$ cat src/rtl/simd_array_pkg.sv
// rtl/simd_array_pkg.sv - shared types and helpers for the SIMD lane array
//
// Purpose: operation and FSM state encodings, plus the most-negative
// accumulator value used to seed MAX reductions.
package simd_array_pkg;

  typedef enum logic [1:0] {
    OP_MAC  = 2'b00,
    OP_SUM  = 2'b01,
    OP_MAX  = 2'b10,
    OP_RSVD = 2'b11
  } op_e;

  typedef enum logic [1:0] {
    S_IDLE  = 2'b00,
    S_LOAD  = 2'b01,
    S_FLUSH = 2'b10,
    S_DRAIN = 2'b11
  } state_e;

  // Most-negative two's complement value of width w, returned
  // zero-extended in a 128-bit container (callers slice to their width).
  function automatic logic [127:0] acc_min(input int w);
    logic [127:0] v;
    v        = '0;
    v[w-1]   = 1'b1;
    return v;
  endfunction

endpackage

$ cat src/rtl/simd_lane.sv
// rtl/simd_lane.sv - one lane: registered term stage followed by accumulate stage
//
// Purpose: stage 1 registers the per-pair term (a*b or a+b), stage 2 folds
// it into the accumulator (wrapping add, or signed max).
// Ports:
//   clk, rst   clock, synchronous active-high reset
//   clr        start of a command: empty the pipe and seed the accumulator
//   clr_max    seed with the most-negative value instead of zero
//   we         operand pair for this lane is valid this cycle
//   op         latched operation of the running command
//   a, b       signed operands
//   acc        current accumulator value
module simd_lane
  import simd_array_pkg::*;
#(
  parameter int DATA_W = 32,
  parameter int ACC_W  = 32
) (
  input  logic                     clk,
  input  logic                     rst,
  input  logic                     clr,
  input  logic                     clr_max,
  input  logic                     we,
  input  op_e                      op,
  input  logic signed [DATA_W-1:0] a,
  input  logic signed [DATA_W-1:0] b,
  output logic        [ACC_W-1:0]  acc
);

  // Wide enough for the exact product and sum, and never narrower than acc.
  localparam int WW = (2*DATA_W > ACC_W) ? 2*DATA_W : ACC_W;
  localparam logic [127:0]     ACC_MIN_WIDE = acc_min(ACC_W);
  localparam logic [ACC_W-1:0] ACC_MIN_V    = ACC_MIN_WIDE[ACC_W-1:0];

  logic signed [WW-1:0]    a_w, b_w, prod_w, sum_w;
  logic        [ACC_W-1:0] term, term_q, acc_q;
  logic                    term_v_q;

  always_comb begin
    a_w    = WW'(a);
    b_w    = WW'(b);
    prod_w = a_w * b_w;
    sum_w  = a_w + b_w;
    term   = (op == OP_SUM) ? ACC_W'(sum_w) : ACC_W'(prod_w);
  end

  always_ff @(posedge clk) begin
    if (rst) begin
      term_q   <= '0;
      term_v_q <= 1'b0;
      acc_q    <= '0;
    end else if (clr) begin
      term_q   <= '0;
      term_v_q <= 1'b0;
      acc_q    <= clr_max ? ACC_MIN_V : '0;
    end else begin
      term_v_q <= we;
      if (we) term_q <= term;
      if (term_v_q) begin
        if (op == OP_MAX) begin
          if ($signed(term_q) > $signed(acc_q)) acc_q <= term_q;
        end else begin
          acc_q <= acc_q + term_q;
        end
      end
    end
  end

  assign acc = acc_q;

endmodule

$ cat src/rtl/simd_lane_array.sv
// rtl/simd_lane_array.sv - NUM_LANES-wide reduction array with command, operand and result ports
//
// Purpose: accepts a command (op, K), distributes K*NUM_LANES operand pairs
// round-robin over the lanes, then drains one lane result per beat.
// Ports:
//   CLK, RST                     clock, synchronous active-high reset
//   cmd_valid/ready, op, len     command handshake (ready only in IDLE)
//   in_valid/ready, in_a, in_b   operand pair stream (ready only in LOAD)
//   out_valid/ready, data, lane  result stream, lanes in ascending order
//   busy                         not idle
//   done                         pulse after the last result is taken
//   err                          pulse on a rejected command
module simd_lane_array
  import simd_array_pkg::*;
#(
  parameter int NUM_LANES = 4,
  parameter int DATA_W    = 32,
  parameter int ACC_W     = 32,
  parameter int K_MAX     = 16,
  parameter int LEN_W     = $clog2(K_MAX+1),
  parameter int LANE_W    = (NUM_LANES > 1) ? $clog2(NUM_LANES) : 1
) (
  input  logic                     CLK,
  input  logic                     RST,
  input  logic                     cmd_valid,
  output logic                     cmd_ready,
  input  logic [1:0]               cmd_op,
  input  logic [LEN_W-1:0]         cmd_len,
  input  logic                     in_valid,
  output logic                     in_ready,
  input  logic signed [DATA_W-1:0] in_a,
  input  logic signed [DATA_W-1:0] in_b,
  output logic                     out_valid,
  input  logic                     out_ready,
  output logic [ACC_W-1:0]         out_data,
  output logic [LANE_W-1:0]        out_lane,
  output logic                     busy,
  output logic                     done,
  output logic                     err
);

  localparam logic [LANE_W-1:0] LAST_LANE = LANE_W'(NUM_LANES-1);

  state_e            state, state_n;
  op_e               op_q;
  logic [LEN_W-1:0]  len_q, row_cnt;
  logic [LANE_W-1:0] lane_cnt, drain_idx;
  logic              cmd_fire, cmd_bad, cmd_ok, in_fire, last_beat, out_fire, last_out;
  logic [ACC_W-1:0]  acc_arr [NUM_LANES];

  assign cmd_ready = (state == S_IDLE);
  assign in_ready  = (state == S_LOAD);
  assign out_valid = (state == S_DRAIN);
  assign busy      = (state != S_IDLE);

  assign cmd_fire  = cmd_valid && cmd_ready;
  assign cmd_bad   = (cmd_len == '0) || (cmd_len > LEN_W'(K_MAX)) || (cmd_op == 2'b11);
  assign cmd_ok    = cmd_fire && !cmd_bad;
  assign in_fire   = in_valid && in_ready;
  // Last beat: final lane of the final row.
  assign last_beat = in_fire && (lane_cnt == LAST_LANE) && (row_cnt == len_q - 1'b1);
  assign out_fire  = out_valid && out_ready;
  assign last_out  = out_fire && (drain_idx == LAST_LANE);

  always_ff @(posedge CLK) begin
    if (RST) state <= S_IDLE;
    else     state <= state_n;
  end

  always_comb begin
    state_n = state;
    case (state)
      S_IDLE:  if (cmd_ok)    state_n = S_LOAD;
      S_LOAD:  if (last_beat) state_n = S_FLUSH;
      S_FLUSH:                state_n = S_DRAIN;  // final term lands in acc
      S_DRAIN: if (last_out)  state_n = S_IDLE;
      default:                state_n = S_IDLE;
    endcase
  end

  always_ff @(posedge CLK) begin
    if (RST) begin
      op_q      <= OP_MAC;
      len_q     <= '0;
      row_cnt   <= '0;
      lane_cnt  <= '0;
      drain_idx <= '0;
      done      <= 1'b0;
      err       <= 1'b0;
    end else begin
      done <= last_out;
      err  <= cmd_fire && cmd_bad;
      if (cmd_ok) begin
        op_q      <= op_e'(cmd_op);
        len_q     <= cmd_len;
        row_cnt   <= '0;
        lane_cnt  <= '0;
        drain_idx <= '0;
      end
      if (in_fire) begin
        if (lane_cnt == LAST_LANE) begin
          lane_cnt <= '0;
          row_cnt  <= row_cnt + 1'b1;
        end else begin
          lane_cnt <= lane_cnt + 1'b1;
        end
      end
      if (out_fire) drain_idx <= (drain_idx == LAST_LANE) ? '0 : drain_idx + 1'b1;
    end
  end

  for (genvar i = 0; i < NUM_LANES; i++) begin : g_lane
    simd_lane #(
      .DATA_W (DATA_W),
      .ACC_W  (ACC_W)
    ) u_lane (
      .clk     (CLK),
      .rst     (RST),
      .clr     (cmd_ok),
      .clr_max (cmd_op == 2'b10),
      .we      (in_fire && (lane_cnt == LANE_W'(i))),
      .op      (op_q),
      .a       (in_a),
      .b       (in_b),
      .acc     (acc_arr[i])
    );
  end

  assign out_data = acc_arr[drain_idx];
  assign out_lane = drain_idx;

endmodule

$ cat config.mk
export PLATFORM = sky130hd
export DESIGN_NAME = simd_lane_array
export DESIGN_NICKNAME = d
export VERILOG_FILES = /design/src/rtl/simd_array_pkg.sv /design/src/rtl/simd_lane.sv /design/src/rtl/simd_lane_array.sv
export SDC_FILE = /design/constraint.sdc
export NUM_CORES = 2
export LEC_CHECK = 0
export CORE_ASPECT_RATIO = 0.5
export CORE_UTILIZATION = 40
export DETAILED_ROUTE_END_ITERATION = 6
export MAX_ROUTING_LAYER = met4
export PLACE_DENSITY = 0.54
export SYNTH_ARGS = -nofsm -noshare
export SYNTH_HDL_FRONTEND = slang
export SYNTH_SLANG_ARGS = --single-unit
$ cat constraint.sdc
create_clock -name CLK -period 11 [get_ports CLK]
set_input_delay 3.3 -clock CLK [delete_from_list [all_inputs] [get_ports CLK]]
set_output_delay 3.3 -clock CLK [all_outputs]
set_load 0.05 [all_outputs]
==> summary.md <==
| Metric | Value |
|---|---|
| Outcome | finished, violations left |
| Failing checks | DRC |
| Simple-gate share of the synthesized area | 18.5% |
| Initial core utilization | 40.5% |
| DRC | 3 |
| Total iterations of the first detailed-routing run | 7 |
| Top cells by area, synth | fa_1 21%, dfxtp_1 14%, ha_1 14% |
| Global-route met3 utilization | 2.31% |
| IO Pins | 116 |
| Core footprint | 98200 sq um |
| Max-slew violation count | 0 |
| Max Freq | 95.8 MHz |
| Via count | 34.4k |
| Post-CTS setup buffer count | 0 |
| Worst setup path class | input port to flip-flop |
| Vias in the first global route | 34.6k |
| GRT met1 Usage | 39.0% |
| Port Buf Inserts | 115 |
| Initial antenna violation count | 10 |
| GR peak layer | met2 |
| Clock Latency Late Sink | 570 ps |
| Hold Path Origin | len_q[1] |
| Worst clock skew | 30.7 ps |
| Final worst slack | 556 ps |
| Total number of yosys warnings | 0 |
| Final worst-path cycle share | 94.9% |
| Iteration-0 DRC Markers | 2205 |
| Post-Synth XOR/XNOR Area | 4.21% |
| Global route overflow | 0 |
| Cells after synthesis | 4844 |
| Worst-path clk slew | 60 ps |
| Layout filler cell count | 9806 |
| Post-synthesis sequential area ratio | 14.1% |
| Post-DRT Antenna Nets | 0 |
| EDFF count, synth | 0 |
| Post-synthesis adder-cell area fraction | 34.7% |
| FF+latch count, synth | 280 |
| Post-synthesis mux area share | 2.90% |
| Number of CTS-inserted buffers | 36 |
| Detail Placement HPWL | 108000 um |
| Area after DPL | 42800 sq um |
| Vias per cell | 5.52 |
| Min-delay worst type | flip-flop to flip-flop |
| Clock Tree Buf Depth | 3 |
| Pin count of the biggest net entering global routing | 168 |
| Syn avg cell area | 8.22 sq um |
| Cts hold-fix bufs | 0 |
| Top-area cell type share of the netlist area | 20.8% |
| First-pass GRT wire length | 209000 um |
| CP Launch Type | input port |
| Final setup viols | 0 |
| Clk root buf | clkbuf_16 |
| Clk sinks | 280 |
| Post-Layout Inst Area | 44000 sq um |
| Reg2Reg Launch Point | g_lane[0].u_lane.acc[27] |
| CP Data Arrival Time | 10840 ps |
| Synth async-reset ratio | 0% |
| Unrepaired setup endpoints after global routing | false |
| Layout area overhead | 10.5% |
| Cell Rows | 81 |
| CP startpoint | in_a[4] |
| Final core utilization | 44.8% |
| Top FF cell, synth | dfxtp_1 |
| Die W | 448 um |
| Die area | 101000 sq um |
| Slew headroom | 17.8% |
| WL/cell | 21.7 um |
| Layout cells sized above 1 | 5.41% |
| Endpoint class of the critical path | flip-flop |
| Synth Area in Compound Gates | 16.8% |
| CP Max Fanout | 14 |
| Synth area leader | fa_1 |
| Largest family of logic cells by synthesized area | adder cells |
| Syn Std Cell Area | 39800 sq um |
| CTS tree | done |
| Sum Neg Setup Slack | 0 ps |
| Slew @ Worst Pin | 1230 ps |
| Post-cts sizing count | 0 |
| Maxcap violations | 0 |
| Global-route met2 utilization | 43.4% |
| H-Tree Depth | 2 |
| Final WL | 135000 um |
| Synth cell types | 98 |
| Tmin final | 10440 ps |
| Worst path required time | 11400 ps |
| Gr usage total | 27.7% |
| Gpl congestion | 0.936 |
| NumNets Final | 5810 |
| DP Worst Slack | 65.6 ps |
| Die H | 225 um |
| Post-Syn Nets | 5777 |
| Final hold violation count | 0 |
[critical path, stage by stage]
cell	delay, ps
clkdlybuf4s50_1	890
buf_4	340
nand2_1	90
fa_1	410
fa_1	540
inv_1	50
fa_1	660
fa_1	460
inv_1	80
fa_1	430
fa_1	530
fa_1	460
fa_1	390
xor2_1	220
xnor2_1	170
xnor2_1	150
xnor2_1	100
xnor2_1	480
xnor3_1	470
xnor2_1	160
a32oi_1	310
o21ai_0	140
[placed cells by master, fill, tap and decap left out, types with 16 or more instances in the layout]
cell,count
o21ai_0,183
nand3_1,78
ha_1,444
xnor2_1,142
a21o_1,47
nor4_1,16
xor2_1,47
clkbuf_16,36
nand2_1,426
or4_1,16
o21ai_1,19
and2_1,352
a21oi_1,333
mux2i_1,39
fa_1,413
o21bai_1,33
inv_1,682
clkdlybuf4s50_1,115
or3_1,33
and3_1,17
nor2_1,310
o21a_1,24
buf_4,108
a31oi_1,34
a211oi_1,75
nor3_1,84
o31ai_1,36
nand4_1,39
mux4_2,32
o211ai_1,85
nor2b_1,38
nand2b_1,38
dfxtp_1,278
[flip-flops by register name (all words and copies together) (netlist names)]
register / cells
len_q: 5
g_lane.u_lane.acc: 128
g_lane.u_lane.term_q: 128
err: 1
done: 1
out_lane: 2
lane_cnt: 2
state: 2
g_lane.u_lane.term_v_q: 4
row_cnt: 5
op_q: 2
[worst paths after layout]
check                                                    to  slack, ps  cells after the start
worst min register to register                     len_q[1]        480                      2
worst max register to register     g_lane[0].u_lane.acc[23]       6630                     11
worst max-delay path            g_lane[0].u_lane.term_q[31]        560                     22
worst min-delay path                               len_q[1]        480                      2
[layer usage]
metal  up-vias  wire length (um)
met4         0              2650
met2       903             60400
met3       134              7210
li1      16200                 -
met1     17200             65000
met5         -                 0
[layout make-up]
cell class	count	area, sq um	share of cell area [%]
Antenna cell	3	7.51	0.0171
Timing Repair Buffer	237	2240	5.10
Inverter	682	2560	5.82
Multi-Input combinational cell	3640	30700	69.9
Sequential cell	280	5610	12.7
Clock buffer	49	1010	2.30
Tap cell	1328	1660	3.78
Clock inverter	12	153	0.347
[through the flow]
step	std cells	hold WS (ps)
after global placement	6167	471
after floorplan	4844	449
after CTS	6228	486
final	6231	482
after detailed placement	6167	477
after global routing	6228	506
[synthesized netlist by cell type, types with 75 or more instances]
cell,count
inv_1,682
ha_1,444
nor3_1,84
nand2_1,427
o211ai_1,85
a211oi_1,75
nor2_1,312
o21ai_0,190
a21oi_1,333
dfxtp_1,280
xnor2_1,142
fa_1,413
and2_1,352
clkbuf_1,198
nand3_1,78
[logic make-up after synthesis]
logic type	count (synthesis)
buf+inv	924
fa+ha+maj	857
mux	75
simple gates	1491
compound gates	1027
xor+xnor	190
flops	280
Power is left out: the tool's default activity adds up to more than one toggle a clock period on the data nets, which glitch-free logic cannot reach.
